$ cat config.mk
export PLATFORM = sky130hd
export DESIGN_NAME = arbitro_memoria_flat
export DESIGN_NICKNAME = d
export VERILOG_FILES = /design/src/rtl/arbitro_memoria_pkg.sv /design/src/rtl/arbitro_memoria_if.sv /design/src/rtl/arbitro_rr2.sv /design/src/rtl/arbitro_memoria.sv /design/src/flat_wrapper.sv
export SDC_FILE = /design/constraint.sdc
export NUM_CORES = 1
export LEC_CHECK = 0
export BUFFER_PORTS_ARGS = -buffer_cell sky130_fd_sc_hd__buf_4
export CORE_AREA = 2 2 80 82
export DETAILED_ROUTE_END_ITERATION = 10
export DIE_AREA = 0 0 82 84
export PLACE_DENSITY = 0.89
export SKIP_CTS_REPAIR_TIMING = 1
export SYNTH_ARGS = -nofsm -noshare
export SYNTH_HDL_FRONTEND = slang
export SYNTH_SLANG_ARGS = --single-unit
$ cat constraint.sdc
create_clock -name Reloj -period 2.17 [get_ports Reloj]
set_clock_uncertainty 0.2 [all_clocks]
set_input_delay 0.1085 -clock Reloj [delete_from_list [all_inputs] [get_ports Reloj]]
set_output_delay 0.1085 -clock Reloj [all_outputs]
set_load 0.01 [all_outputs]
$ cat src/rtl/arbitro_memoria_pkg.sv
// ============================================================================
// Module   : arbitro_memoria_pkg
// Brief    : Shared types and constants for the program/data memory arbiter.
// Revision : 1.0 - initial release
// ============================================================================
`default_nettype none

package arbitro_memoria_pkg;

  // Transaction phases: grant decision, memory access, completion.
  typedef enum logic [1:0] {
    IDLE = 2'd0,
    ACC  = 2'd1,
    FIN  = 2'd2
  } estado_t;

  // Requester codes, also used as the round-robin history value.
  localparam logic CPU  = 1'b0;
  localparam logic HOST = 1'b1;

  // Round robin: on a tie the requester that was not served last wins.
  function automatic logic otro_solicitante(input logic ultimo);
    return ~ultimo;
  endfunction

endpackage

`default_nettype wire

$ cat src/rtl/arbitro_memoria_if.sv
// ============================================================================
// Module   : arbitro_memoria_if
// Brief    : Core, loader and memory buses of the memory arbiter.
// Revision : 1.0 - initial release
// ============================================================================
`default_nettype none

interface arbitro_memoria_if #(
  parameter int ANCHO_DATOS = 16,
  parameter int ANCHO_DIR   = 4
);

  // Processor core port
  logic                   cpu_req;
  logic                   cpu_wr;
  logic [ANCHO_DIR-1:0]   cpu_dir;
  logic [ANCHO_DATOS-1:0] cpu_dato_w;
  logic [ANCHO_DATOS-1:0] cpu_dato_r;
  logic                   cpu_ack;
  logic                   cpu_espera;

  // Program loader port
  logic                   host_req;
  logic                   host_wr;
  logic [ANCHO_DIR-1:0]   host_dir;
  logic [ANCHO_DATOS-1:0] host_dato_w;
  logic [ANCHO_DATOS-1:0] host_dato_r;
  logic                   host_ack;

  // Memory instance port
  logic                   mem_oe;
  logic                   mem_we;
  logic [ANCHO_DIR-1:0]   mem_dir;
  logic [ANCHO_DATOS-1:0] mem_dato_w;
  logic [ANCHO_DATOS-1:0] mem_dato_r;

  // Arbiter side
  modport slave (
    input  cpu_req, cpu_wr, cpu_dir, cpu_dato_w,
    output cpu_dato_r, cpu_ack, cpu_espera,
    input  host_req, host_wr, host_dir, host_dato_w,
    output host_dato_r, host_ack,
    output mem_oe, mem_we, mem_dir, mem_dato_w,
    input  mem_dato_r
  );

  // Requesters and memory side
  modport master (
    output cpu_req, cpu_wr, cpu_dir, cpu_dato_w,
    input  cpu_dato_r, cpu_ack, cpu_espera,
    output host_req, host_wr, host_dir, host_dato_w,
    input  host_dato_r, host_ack,
    input  mem_oe, mem_we, mem_dir, mem_dato_w,
    output mem_dato_r
  );

endinterface

`default_nettype wire

$ cat src/rtl/arbitro_rr2.sv
// ============================================================================
// Module   : arbitro_rr2
// Brief    : Two-way round-robin grant logic with load-mode mask on the core.
// Revision : 1.0 - initial release
// ============================================================================
`default_nettype none

module arbitro_rr2
  import arbitro_memoria_pkg::*;
(
  input  logic clk,
  input  logic rst,
  input  logic i_carga,       // load mode: core requests are masked
  input  logic i_habilitar,   // grant may be issued this cycle
  input  logic i_req_cpu,
  input  logic i_req_host,
  input  logic i_actualizar,  // transaction completes this cycle
  input  logic i_servido,     // requester of the completing transaction
  output logic o_concede,
  output logic o_ganador
);

  logic r_ultimo;
  logic w_eleg_cpu;
  logic w_eleg_host;

  assign w_eleg_cpu  = i_req_cpu & ~i_carga;
  assign w_eleg_host = i_req_host;

  // Pick the winner: a lone eligible requester, or the one not served last.
  always_comb begin
    o_concede = i_habilitar & (w_eleg_cpu | w_eleg_host);
    o_ganador = CPU;
    if (w_eleg_cpu && w_eleg_host) begin
      o_ganador = otro_solicitante(r_ultimo);
    end else if (w_eleg_host) begin
      o_ganador = HOST;
    end
  end

  // History starts at HOST so the core wins the first tie after reset.
  always_ff @(posedge clk or posedge rst) begin
    if (rst) begin
      r_ultimo <= HOST;
    end else if (i_actualizar) begin
      r_ultimo <= i_servido;
    end
  end

endmodule

`default_nettype wire

$ cat src/rtl/arbitro_memoria.sv
// ============================================================================
// Module   : arbitro_memoria
// Brief    : Serialises core and loader accesses to the single program/data
//            memory as IDLE -> ACC -> FIN transactions.
// Revision : 1.0 - initial release
// ============================================================================
`default_nettype none

module arbitro_memoria
  import arbitro_memoria_pkg::*;
#(
  parameter int ANCHO_DATOS = 16,
  parameter int ANCHO_DIR   = 4
) (
  input  logic               Reloj,
  input  logic               Reiniciar,
  input  logic               Carga,
  arbitro_memoria_if.slave   bus
);

  estado_t                r_estado;
  estado_t                w_estado_sig;
  logic                   w_concede;
  logic                   w_ganador;
  logic                   w_en_idle;
  logic                   w_en_fin;

  logic                   r_servido;
  logic                   r_wr_lat;
  logic [ANCHO_DIR-1:0]   r_dir_lat;
  logic [ANCHO_DATOS-1:0] r_dato_lat;
  logic [ANCHO_DATOS-1:0] r_cpu_dato_r;
  logic [ANCHO_DATOS-1:0] r_host_dato_r;

  logic                   w_mem_oe;
  logic                   w_mem_we;
  logic                   w_cpu_ack;
  logic                   w_host_ack;

  assign w_en_idle = (r_estado == IDLE);
  assign w_en_fin  = (r_estado == FIN);

  arbitro_rr2 u_rr2 (
    .clk          (Reloj),
    .rst          (Reiniciar),
    .i_carga      (Carga),
    .i_habilitar  (w_en_idle),
    .i_req_cpu    (bus.cpu_req),
    .i_req_host   (bus.host_req),
    .i_actualizar (w_en_fin),
    .i_servido    (r_servido),
    .o_concede    (w_concede),
    .o_ganador    (w_ganador)
  );

  // Transaction state register; reset aborts any access in flight.
  always_ff @(posedge Reloj or posedge Reiniciar) begin
    if (Reiniciar) begin
      r_estado <= IDLE;
    end else begin
      r_estado <= w_estado_sig;
    end
  end

  // Next state plus memory strobes and acks decoded from the state only.
  always_comb begin
    w_estado_sig = r_estado;
    w_mem_oe     = 1'b0;
    w_mem_we     = 1'b0;
    w_cpu_ack    = 1'b0;
    w_host_ack   = 1'b0;
    case (r_estado)
      IDLE: begin
        if (w_concede) begin
          w_estado_sig = ACC;
        end
      end
      ACC: begin
        w_mem_oe     = ~r_wr_lat;
        w_mem_we     = r_wr_lat;
        w_estado_sig = FIN;
      end
      FIN: begin
        w_cpu_ack    = (r_servido == CPU);
        w_host_ack   = (r_servido == HOST);
        w_estado_sig = IDLE;
      end
      default: begin
        w_estado_sig = IDLE;
      end
    endcase
  end

  // Latch the winner's command at grant so later input changes are ignored.
  always_ff @(posedge Reloj or posedge Reiniciar) begin
    if (Reiniciar) begin
      r_servido  <= CPU;
      r_wr_lat   <= 1'b0;
      r_dir_lat  <= '0;
      r_dato_lat <= '0;
    end else if (w_en_idle && w_concede) begin
      r_servido <= w_ganador;
      if (w_ganador == CPU) begin
        r_wr_lat   <= bus.cpu_wr;
        r_dir_lat  <= bus.cpu_dir;
        r_dato_lat <= bus.cpu_dato_w;
      end else begin
        r_wr_lat   <= bus.host_wr;
        r_dir_lat  <= bus.host_dir;
        r_dato_lat <= bus.host_dato_w;
      end
    end
  end

  // Capture read data for the served requester at the end of ACC.
  always_ff @(posedge Reloj or posedge Reiniciar) begin
    if (Reiniciar) begin
      r_cpu_dato_r  <= '0;
      r_host_dato_r <= '0;
    end else if ((r_estado == ACC) && !r_wr_lat) begin
      if (r_servido == CPU) begin
        r_cpu_dato_r <= bus.mem_dato_r;
      end else begin
        r_host_dato_r <= bus.mem_dato_r;
      end
    end
  end

  assign bus.mem_oe      = w_mem_oe;
  assign bus.mem_we      = w_mem_we;
  assign bus.mem_dir     = r_dir_lat;
  assign bus.mem_dato_w  = r_dato_lat;
  assign bus.cpu_ack     = w_cpu_ack;
  assign bus.host_ack    = w_host_ack;
  assign bus.cpu_dato_r  = r_cpu_dato_r;
  assign bus.host_dato_r = r_host_dato_r;
  assign bus.cpu_espera  = Carga | (bus.cpu_req & ~w_cpu_ack);

endmodule

`default_nettype wire

$ cat src/flat_wrapper.sv
// flat-port wrapper written by rule: the top's interface ports become plain ports
module arbitro_memoria_flat import arbitro_memoria_pkg::*;
#(
  parameter int ANCHO_DATOS = 16,
  parameter int ANCHO_DIR   = 4
)
  (Reloj, Reiniciar, Carga, bus_cpu_req, bus_cpu_wr, bus_cpu_dir, bus_cpu_dato_w, bus_cpu_dato_r, bus_cpu_ack, bus_cpu_espera, bus_host_req, bus_host_wr, bus_host_dir, bus_host_dato_w, bus_host_dato_r, bus_host_ack, bus_mem_oe, bus_mem_we, bus_mem_dir, bus_mem_dato_w, bus_mem_dato_r);
  arbitro_memoria_if #(.ANCHO_DATOS(ANCHO_DATOS), .ANCHO_DIR(ANCHO_DIR)) bus_i ();
  input  logic Reloj;
  input  logic Reiniciar;
  input  logic Carga;
  input wire logic [$bits(bus_i.cpu_req)-1:0] bus_cpu_req;
  input wire logic [$bits(bus_i.cpu_wr)-1:0] bus_cpu_wr;
  input wire logic [$bits(bus_i.cpu_dir)-1:0] bus_cpu_dir;
  input wire logic [$bits(bus_i.cpu_dato_w)-1:0] bus_cpu_dato_w;
  output wire logic [$bits(bus_i.cpu_dato_r)-1:0] bus_cpu_dato_r;
  output wire logic [$bits(bus_i.cpu_ack)-1:0] bus_cpu_ack;
  output wire logic [$bits(bus_i.cpu_espera)-1:0] bus_cpu_espera;
  input wire logic [$bits(bus_i.host_req)-1:0] bus_host_req;
  input wire logic [$bits(bus_i.host_wr)-1:0] bus_host_wr;
  input wire logic [$bits(bus_i.host_dir)-1:0] bus_host_dir;
  input wire logic [$bits(bus_i.host_dato_w)-1:0] bus_host_dato_w;
  output wire logic [$bits(bus_i.host_dato_r)-1:0] bus_host_dato_r;
  output wire logic [$bits(bus_i.host_ack)-1:0] bus_host_ack;
  output wire logic [$bits(bus_i.mem_oe)-1:0] bus_mem_oe;
  output wire logic [$bits(bus_i.mem_we)-1:0] bus_mem_we;
  output wire logic [$bits(bus_i.mem_dir)-1:0] bus_mem_dir;
  output wire logic [$bits(bus_i.mem_dato_w)-1:0] bus_mem_dato_w;
  input wire logic [$bits(bus_i.mem_dato_r)-1:0] bus_mem_dato_r;
  assign bus_i.cpu_req = bus_cpu_req;
  assign bus_i.cpu_wr = bus_cpu_wr;
  assign bus_i.cpu_dir = bus_cpu_dir;
  assign bus_i.cpu_dato_w = bus_cpu_dato_w;
  assign bus_cpu_dato_r = bus_i.cpu_dato_r;
  assign bus_cpu_ack = bus_i.cpu_ack;
  assign bus_cpu_espera = bus_i.cpu_espera;
  assign bus_i.host_req = bus_host_req;
  assign bus_i.host_wr = bus_host_wr;
  assign bus_i.host_dir = bus_host_dir;
  assign bus_i.host_dato_w = bus_host_dato_w;
  assign bus_host_dato_r = bus_i.host_dato_r;
  assign bus_host_ack = bus_i.host_ack;
  assign bus_mem_oe = bus_i.mem_oe;
  assign bus_mem_we = bus_i.mem_we;
  assign bus_mem_dir = bus_i.mem_dir;
  assign bus_mem_dato_w = bus_i.mem_dato_w;
  assign bus_i.mem_dato_r = bus_mem_dato_r;
  arbitro_memoria #(.ANCHO_DATOS(ANCHO_DATOS), .ANCHO_DIR(ANCHO_DIR)) u_core (.Reloj(Reloj), .Reiniciar(Reiniciar), .Carga(Carga), .bus(bus_i));
endmodule
# == Yosys cells after proc, flatten, opt, wreduce, memory -nomap -nowiden ==
# Index checks and enable logic that the tools add are counted.
# op_classes
reduce_logical,7
muxes,11
n_bitwise,10
n_eq_ne,3
# op_table
operator,n
$mux W16,1
$mux W1,7
$not A1 Y1,5
$mux W4,1
$pmux W2 S2,1
$reduce_and A2 Y1,2
$and A1 B1 Y1,3
$logic_and A1 B1 Y1,3
$eq A2 B1 Y1 const B,1
$eq A2 B2 Y1 const B,1
$logic_not A2 Y1,1
$mux W2,1
$ne A2 B1 Y1 const B,1
$or A1 B1 Y1,2
$logic_not A1 Y1,1
# word_totals
output_inout_bits,57
reg_bits,57

# == Longest topological paths before layout ==
# Gate-level depths: netlist (run 1).
# depth
ltp_word,6
depth_mapped,5
ltp_nobuf,3

# == Modules after synthesis ==
# From an unflattened synthesis (run 1), not the netlist that was laid out.
# unflattened
cells_unflattened,157
area_unflattened_um2,2483.6
# by_module_without_submodules
module,area_per_inst_um2,cells_each,seq_area_each_um2,instances
arbitro_memoria,2409.8,151,1401.3,1
arbitro_rr2,73.8,6,26.3,1

# == Worst setup path after synthesis (run 1) ==
# OpenSTA, ideal clock, no wires.
# synth_timing
path_kind,flip-flop to flip-flop
startpoint,reg u_core.r_wr_lat
endpoint,reg u_core.r_cpu_dato_r[0] (netlist: u_core.bus.cpu_dato_r[0])
stages_incl_launch_ff,6
path_slack_ns,0.458
path_buffers,2
t_required_ns,1.845
synth_period_minus_slack_ns,1.712
setup_time_ns,0.125
arrival_time_ns,1.386
path_cell_list,dfrtp_1 nor3b_2 and2_1 buf_6 buf_12 mux2_4
# synth_between
elab_chain_len,3
# synth_lines
element,line,rtl
"start, declared",arbitro_memoria.sv:29,logic r_wr_lat;
"start signal, assigned",arbitro_memoria.sv:104,r_wr_lat <= bus.cpu_wr;
"start signal, assigned",arbitro_memoria.sv:108,r_wr_lat <= bus.host_wr;
$logic_not A1 Y1,arbitro_memoria.sv:120,end else if ((r_estado == ACC) && !r_wr_lat) begin
$logic_and A1 B1 Y1,arbitro_memoria.sv:120,
$reduce_and A2 Y1 (no line),-,
"end signal, assigned",arbitro_memoria.sv:122,r_cpu_dato_r <= bus.mem_dato_r;
"end, declared",arbitro_memoria.sv:32,logic [ANCHO_DATOS-1:0] r_cpu_dato_r;
# Every way passes these cells.
# A chain may end at the register's enable or synchronous reset.

# == Final worst setup path (run 1) ==
# layout_timing
startpoint,reg u_core.r_wr_lat
endpoint,reg u_core.r_cpu_dato_r[4] (netlist: u_core.bus.cpu_dato_r[4])
# Same word-level chain as after synthesis.

==> metrics.csv, run 1 <==
stage,metric,value,unit
die,die_y,84,microns
placement,gp_congestion,0.725,
synth,async_flop_share,100,%
synth,ys_ff_latch,57,
worst_setup_path,cp_data_required_time,2.18,ns
clock_network,cts_buffer_depth,2,
placement,dp_slack,0.383,ns
global_routing,antenna_found_initial,0,
timing,setup_tns,0,ns
timing,drv_slew,0,
timing,period_needed,1.82,ns
final_layout,fin_area,4320,sq um
final_layout,drive_above_1_share,45.0,%
flow_run,drv_cap,0,
timing,fin_crit_sh,83.8,%
synth,synth_nets,300,
worst_setup_path,crit_family,simple AND/OR/NAND/NOR gates,
final_layout,final_cells,475,
detailed_routing,firstDrtPassIters,4,
synth,yosys_warnings,0,
die,start_util,46.1,%
synth,synth_commonest_cells,"dfrtp_1, and2_1, inv_1",
clock_network,clk_pin_slew,0.07,ns
detailed_routing,detail_route.wl_per_cell,17.3,microns
timing,rsz0062_at_grt,false,
global_routing,grt_pass1_vias,2325,
timing,worst_slew_pin_slew,0.623,ns
clock_network,clock_sinks,57,
timing,holdWs,0.0259,ns
synth,synth_area_per_cell,11.9,sq um
detailed_routing,drc,0,
detailed_routing,routed_via_density,5.25,
synth,yosysTopAreaCell,dfrtp_1,
worst_setup_path,path_max_fanout,16,
run_status,status,"complete, no violations",
worst_setup_path,crit_chain,nor3b_2 > and2_1 > buf_4 > mux2_2,
synth,netlist_top_cells_area,"dfrtp_1, mux2_4, a221oi_1",
final_layout,antenna_cells,0,
detailed_routing,postRouteAntennaNets,0,
placement,port_buffers,119,
global_routing,grt.total_usage,21.0,%
clock_network,cts_buffers,9,
timing,fmax,550,MHz
synth,yosysSeqAreaShare,50.8,%
clock_network,h-tree-depth,3,
die,rows,29,
placement,placed_cells,421,
worst_setup_path,max_stage_delay,0.41,ns
die,die_w,82,microns
hold_path,holdCritPathClass,primary input to flip-flop,
power_and_ir_drop,total_power,5.60,mW
placement,dpl_cell_area,3730,sq um
placement,hpwl,5170,microns
timing,hold_viol_final,0,
clock_network,worstSkewPairLatency,0.34,ns
global_routing,grt_overflow,0,
power_and_ir_drop,vdd_drop_max,744,uV
timing,worst_slack,0.351,ns
die,io_pins,120,
timing,setup_viol,0,
final_layout,nNetsFinal,456,
die,core,6100,sq um
synth,ys_types,26,
detailed_routing,wl,8220,microns
worst_setup_path,arrival,1.83,ns
clock_network,cts_tree,yes,
synth,yosysMostFrequentCell,dfrtp_1,
worst_setup_path,critical_path_buf_inv_count,1,
worst_setup_path,cpMaxStageDelayCell,dfrtp_1,
synth,synth_edf_count,0,
synth,yosysTopAreaCellShare,49.9,%
worst_setup_path,worst_setup_path_start_kind,flip-flop,
synth,synth-main-ff-cell,dfrtp_1,
final_layout,fillers,433,
global_routing,grt_pass1_wl,11000,microns
synth,netlist_instances,237,
synth,syn_area,2810,sq um
power_and_ir_drop,pwr_density_cell,1290,nW/um^2
worst_setup_path,critPathKind,flip-flop to flip-flop,
clock_network,clockRootBuffer,clkbuf_8,
final_layout,finish.utilization,70.9,%
final_layout,area_growth,53.9,%
timing,timing.slew.headroom,58.5,%
detailed_routing,dr.first_iter.drc_count,103,
detailed_routing,vias,2494,
global_routing,grt_start_max_net_pins,33,
die,dieArea,6890,sq um
worst_setup_path,critPathCaptureType,flip-flop,
power_and_ir_drop,p_leak,2.11,nW
## worst register-to-register path, cell delays in order (launching register included)
cell and delay (ns):
dfrtp_1 0.41, nor3b_2 0.26, and2_1 0.16, buf_4 0.28
mux2_2 0.38
## kinds of logic after synthesis
kind of cell / after synthesis / share of synthesized area [%]
multiplexers: 32 / 15.5
AND/OR/NAND/NOR: 35 / 8.02
AO/OA/AOI/OAI: 67 / 17.1
buffers and inverters: 46 / 8.51
flip-flops: 57 / 50.8
## state kept, by name, summed over array words and instances, names as in the netlist
signal and flops:
u_core.bus.cpu_dato_r 16, u_core.r_wr_lat 1, u_core.r_estado 2, u_core.bus.mem_dato_w 16
u_core.r_servido 1, u_core.u_rr2.r_ultimo 1, u_core.bus.host_dato_r 16, u_core.bus.mem_dir 4
## placed cells by master (no fill, tap or decap), types with 2 or more instances in the layout
cell type / count
buf_4: 127
dfrtp_1: 56
dlygate4sd3_1: 38
and2_1: 24
inv_1: 23
o21ai_0: 22
a221oi_1: 21
a22oi_1: 21
mux2_4: 20
mux2_2: 12
clkbuf_8: 9
clkinv_2: 3
nand2b_1: 2
a21o_1: 2
nor2_1: 2
bufinv_16: 2
## final timing paths
kind	start	end	slack [ns]	cells after the start
min	bus_host_dato_w[2]	u_core.bus.mem_dato_w[2]	0.03	4
max reg2reg	u_core.r_wr_lat	u_core.bus.cpu_dato_r[4]	0.35	4
min reg2reg	u_core.bus.cpu_dato_r[5]	u_core.bus.cpu_dato_r[5]	0.32	1
min in group asynchronous	Reiniciar	u_core.bus.mem_dato_w[10]	0.20	3
max in group asynchronous	Reiniciar	u_core.bus.cpu_dato_r[4]	1.01	4
max	u_core.r_wr_lat	u_core.bus.cpu_dato_r[4]	0.35	4
## cell type report
type	count	area [sq um]	area share, %
flip-flops and latches	57	1430	33.0
well taps	77	96.3	2.23
repair buffers	166	1350	31.3
multi-input cells	134	1140	26.4
clock buffers	10	128	2.95
inverters	25	93.8	2.17
clock inverters	6	82.6	1.91
## per-layer routing
layer | vias up | track usage [%] | wire length (microns)
met5 | - | 0 | 0
met4 | 0 | 8.03 | 134
met3 | 13 | 6.39 | 634
met2 | 110 | 34.0 | 4230
met1 | 1218 | 26.0 | 3220
li1 | 1153 | - | -
## where the power goes
group / internal [mW] / leakage [nW] / switching [mW]
Sequential: 1.61 / 0.668 / 0.361
Clock: 0.640 / 0.106 / 0.427
Combinational: 1.45 / 1.34 / 1.11
Total: 3.70 / 2.11 / 1.90
Power figures use the tool's default switching activity.
==> run 2, diff against run 1 <==
Settings changed: CORE_AREA 2 2 80 82 to 2 2 84 86, DIE_AREA 0 0 82 84 to 0 0 86 88, PLACE_DENSITY 0.89 to 0.85.
Clock period 2.17 ns to 1.5 ns, I/O delays scaled along.
==> run 2 against run 1 <==
  * Core utilization is 1.7 points lower
  * Largest cell class is now buffers
  * Largest power group unchanged
  * The flow now finishes with violations (negative hold slack, negative setup slack)
  * Register-to-register slack worse by 0.51 ns
  * Wire length is 7.7% higher
  * Via count is 2.0% higher
  * Cell count is 3.4% higher
  * Fmax is 9.5% higher
  * Design area is 6.3% higher
  * Sequential power is 45% higher
==> metrics.csv, run 2 (same netlist as run 1, synthesis figures left out) <==
stage,metric,value,unit
run_status,status,finished with violations,
run_status,violations,"negative hold slack, negative setup slack",
placement,dpl_cell_area,3850,sq um
die,rows,30,
timing,timing.slew.headroom,78.2,%
clock_network,cts_tree,yes,
worst_setup_path,cp_data_required_time,1.51,ns
placement,gp_congestion,0.772,
final_layout,antenna_cells,0,
hold_path,holdCritPathClass,primary input to flip-flop,
detailed_routing,postRouteAntennaNets,0,
worst_setup_path,critPathKind,flip-flop to flip-flop,
timing,fin_crit_sh,111,%
global_routing,grt_start_max_net_pins,34,
power_and_ir_drop,total_power,8.59,mW
timing,hold_viol_final,2,
final_layout,fillers,462,
timing,drv_slew,0,
timing,rsz0062_at_grt,true,
global_routing,grt_pass1_wl,11300,microns
final_layout,area_growth,63.7,%
die,io_pins,120,
detailed_routing,vias,2544,
detailed_routing,detail_route.wl_per_cell,18.0,microns
detailed_routing,drc,0,
die,die_y,88,microns
timing,worst_slack,-0.160,ns
detailed_routing,routed_via_density,5.18,
power_and_ir_drop,vdd_drop_max,863,uV
global_routing,grt_overflow,0,
worst_setup_path,worst_setup_path_start_kind,flip-flop,
die,start_util,42.3,%
timing,period_needed,1.66,ns
clock_network,h-tree-depth,3,
placement,hpwl,5400,microns
global_routing,antenna_found_initial,0,
final_layout,fin_area,4600,sq um
die,core,6640,sq um
final_layout,final_cell_mix,"buf_4, dfrtp_1, dlygate4sd3_1",
power_and_ir_drop,pwr_density_cell,1870,nW/um^2
global_routing,grt_pass1_vias,2293,
placement,dp_slack,-0.180,ns
die,die_w,86,microns
final_layout,finish.utilization,69.2,%
die,dieArea,7570,sq um
flow_run,drv_cap,0,
timing,fmax,602,MHz
worst_setup_path,crit_chain,nor3b_2 > and2_4 > clkbuf_16 > mux2_4,
timing,worst_slew_pin_slew,0.326,ns
clock_network,worstSkewPairLatency,0.33,ns
final_layout,drive_above_1_share,48.4,%
clock_network,clk_pin_slew,0.07,ns
worst_setup_path,path_max_fanout,8,
worst_setup_path,cpMaxStageDelayCell,dfrtp_1,
detailed_routing,dr.first_iter.drc_count,78,
detailed_routing,firstDrtPassIters,4,
detailed_routing,wl,8850,microns
timing,holdWs,-0.0160,ns
clock_network,cts_buffer_depth,2,
worst_setup_path,max_stage_delay,0.41,ns
placement,port_buffers,119,
global_routing,grt.total_usage,19.5,%
power_and_ir_drop,p_leak,2.24,nW
final_layout,nNetsFinal,469,
final_layout,final_common_cell,buf_4,
clock_network,cts_buffers,9,
worst_setup_path,critPathCaptureType,flip-flop,
timing,setup_viol,57,
clock_network,clock_sinks,57,
worst_setup_path,arrival,1.67,ns
clock_network,clockRootBuffer,clkbuf_8,
==> run 2: cell type report <==
class / count / area, sq um / area share (%)
clock buffers: 11 / 151 / 3.29
multi-input cells: 135 / 1220 / 26.5
well taps: 80 / 100 / 2.18
flip-flops and latches: 57 / 1430 / 31.0
clock inverters: 5 / 77.6 / 1.69
repair buffers: 178 / 1530 / 33.2
inverters: 25 / 97.6 / 2.12
==> run 2: worst paths after layout <==
check	end	slack, ns	start	depth (start not counted)
setup reg to reg	u_core.bus.host_dato_r[7]	-0.16	u_core.r_estado[1]	4
hold / removal	u_core.bus.mem_dato_w[15]	-0.02	bus_host_dato_w[15]	4
setup / recovery	u_core.bus.host_dato_r[7]	-0.16	u_core.r_estado[1]	4
hold reg to reg	u_core.bus.cpu_dato_r[14]	0.32	u_core.bus.cpu_dato_r[14]	1
min in group asynchronous	u_core.r_estado[1]	0.07	Reiniciar	3
max in group asynchronous	u_core.bus.host_dato_r[4]	0.58	Reiniciar	4
==> run 2: per-layer routing <==
metal	part of all wire [%]	GRT usage [%]	wire length [microns]	vias to the layer above
li1	-	-	-	1181
met1	40	25.2	3540	1244
met2	53	31.8	4680	106
met3	5.6	4.43	497	13
met4	1.5	7.79	133	0
met5	0	0	0	-
==> run 2: through the flow <==
stage	instances	hold slack (ns)	setup TNS [ns]
after floorplan	237	-0.0385	-5.51
final	491	-0.0160	-6.84
after global placement	433	-0.131	-3.62
after detailed placement	433	-0.124	-6.14
after CTS	449	-0.483	-7.09
after global routing	491	0.00684	-10.93
==> run 2: power breakdown <==
| group | internal [mW] | switching, mW |
|---|---|---|
| clock | 1.02 | 0.626 |
| sequential | 2.33 | 0.525 |
| combinational | 2.38 | 1.71 |
| total | 5.73 | 2.86 |
==> run 2: worst max-delay path: cells and delay by family, from the launching register on <==
family / cells / cell delay (ns)
AND/OR/NAND/NOR: 2 / 0.45
multiplexers: 1 / 0.31
buffers and inverters: 1 / 0.17
flip-flops: 1 / 0.41
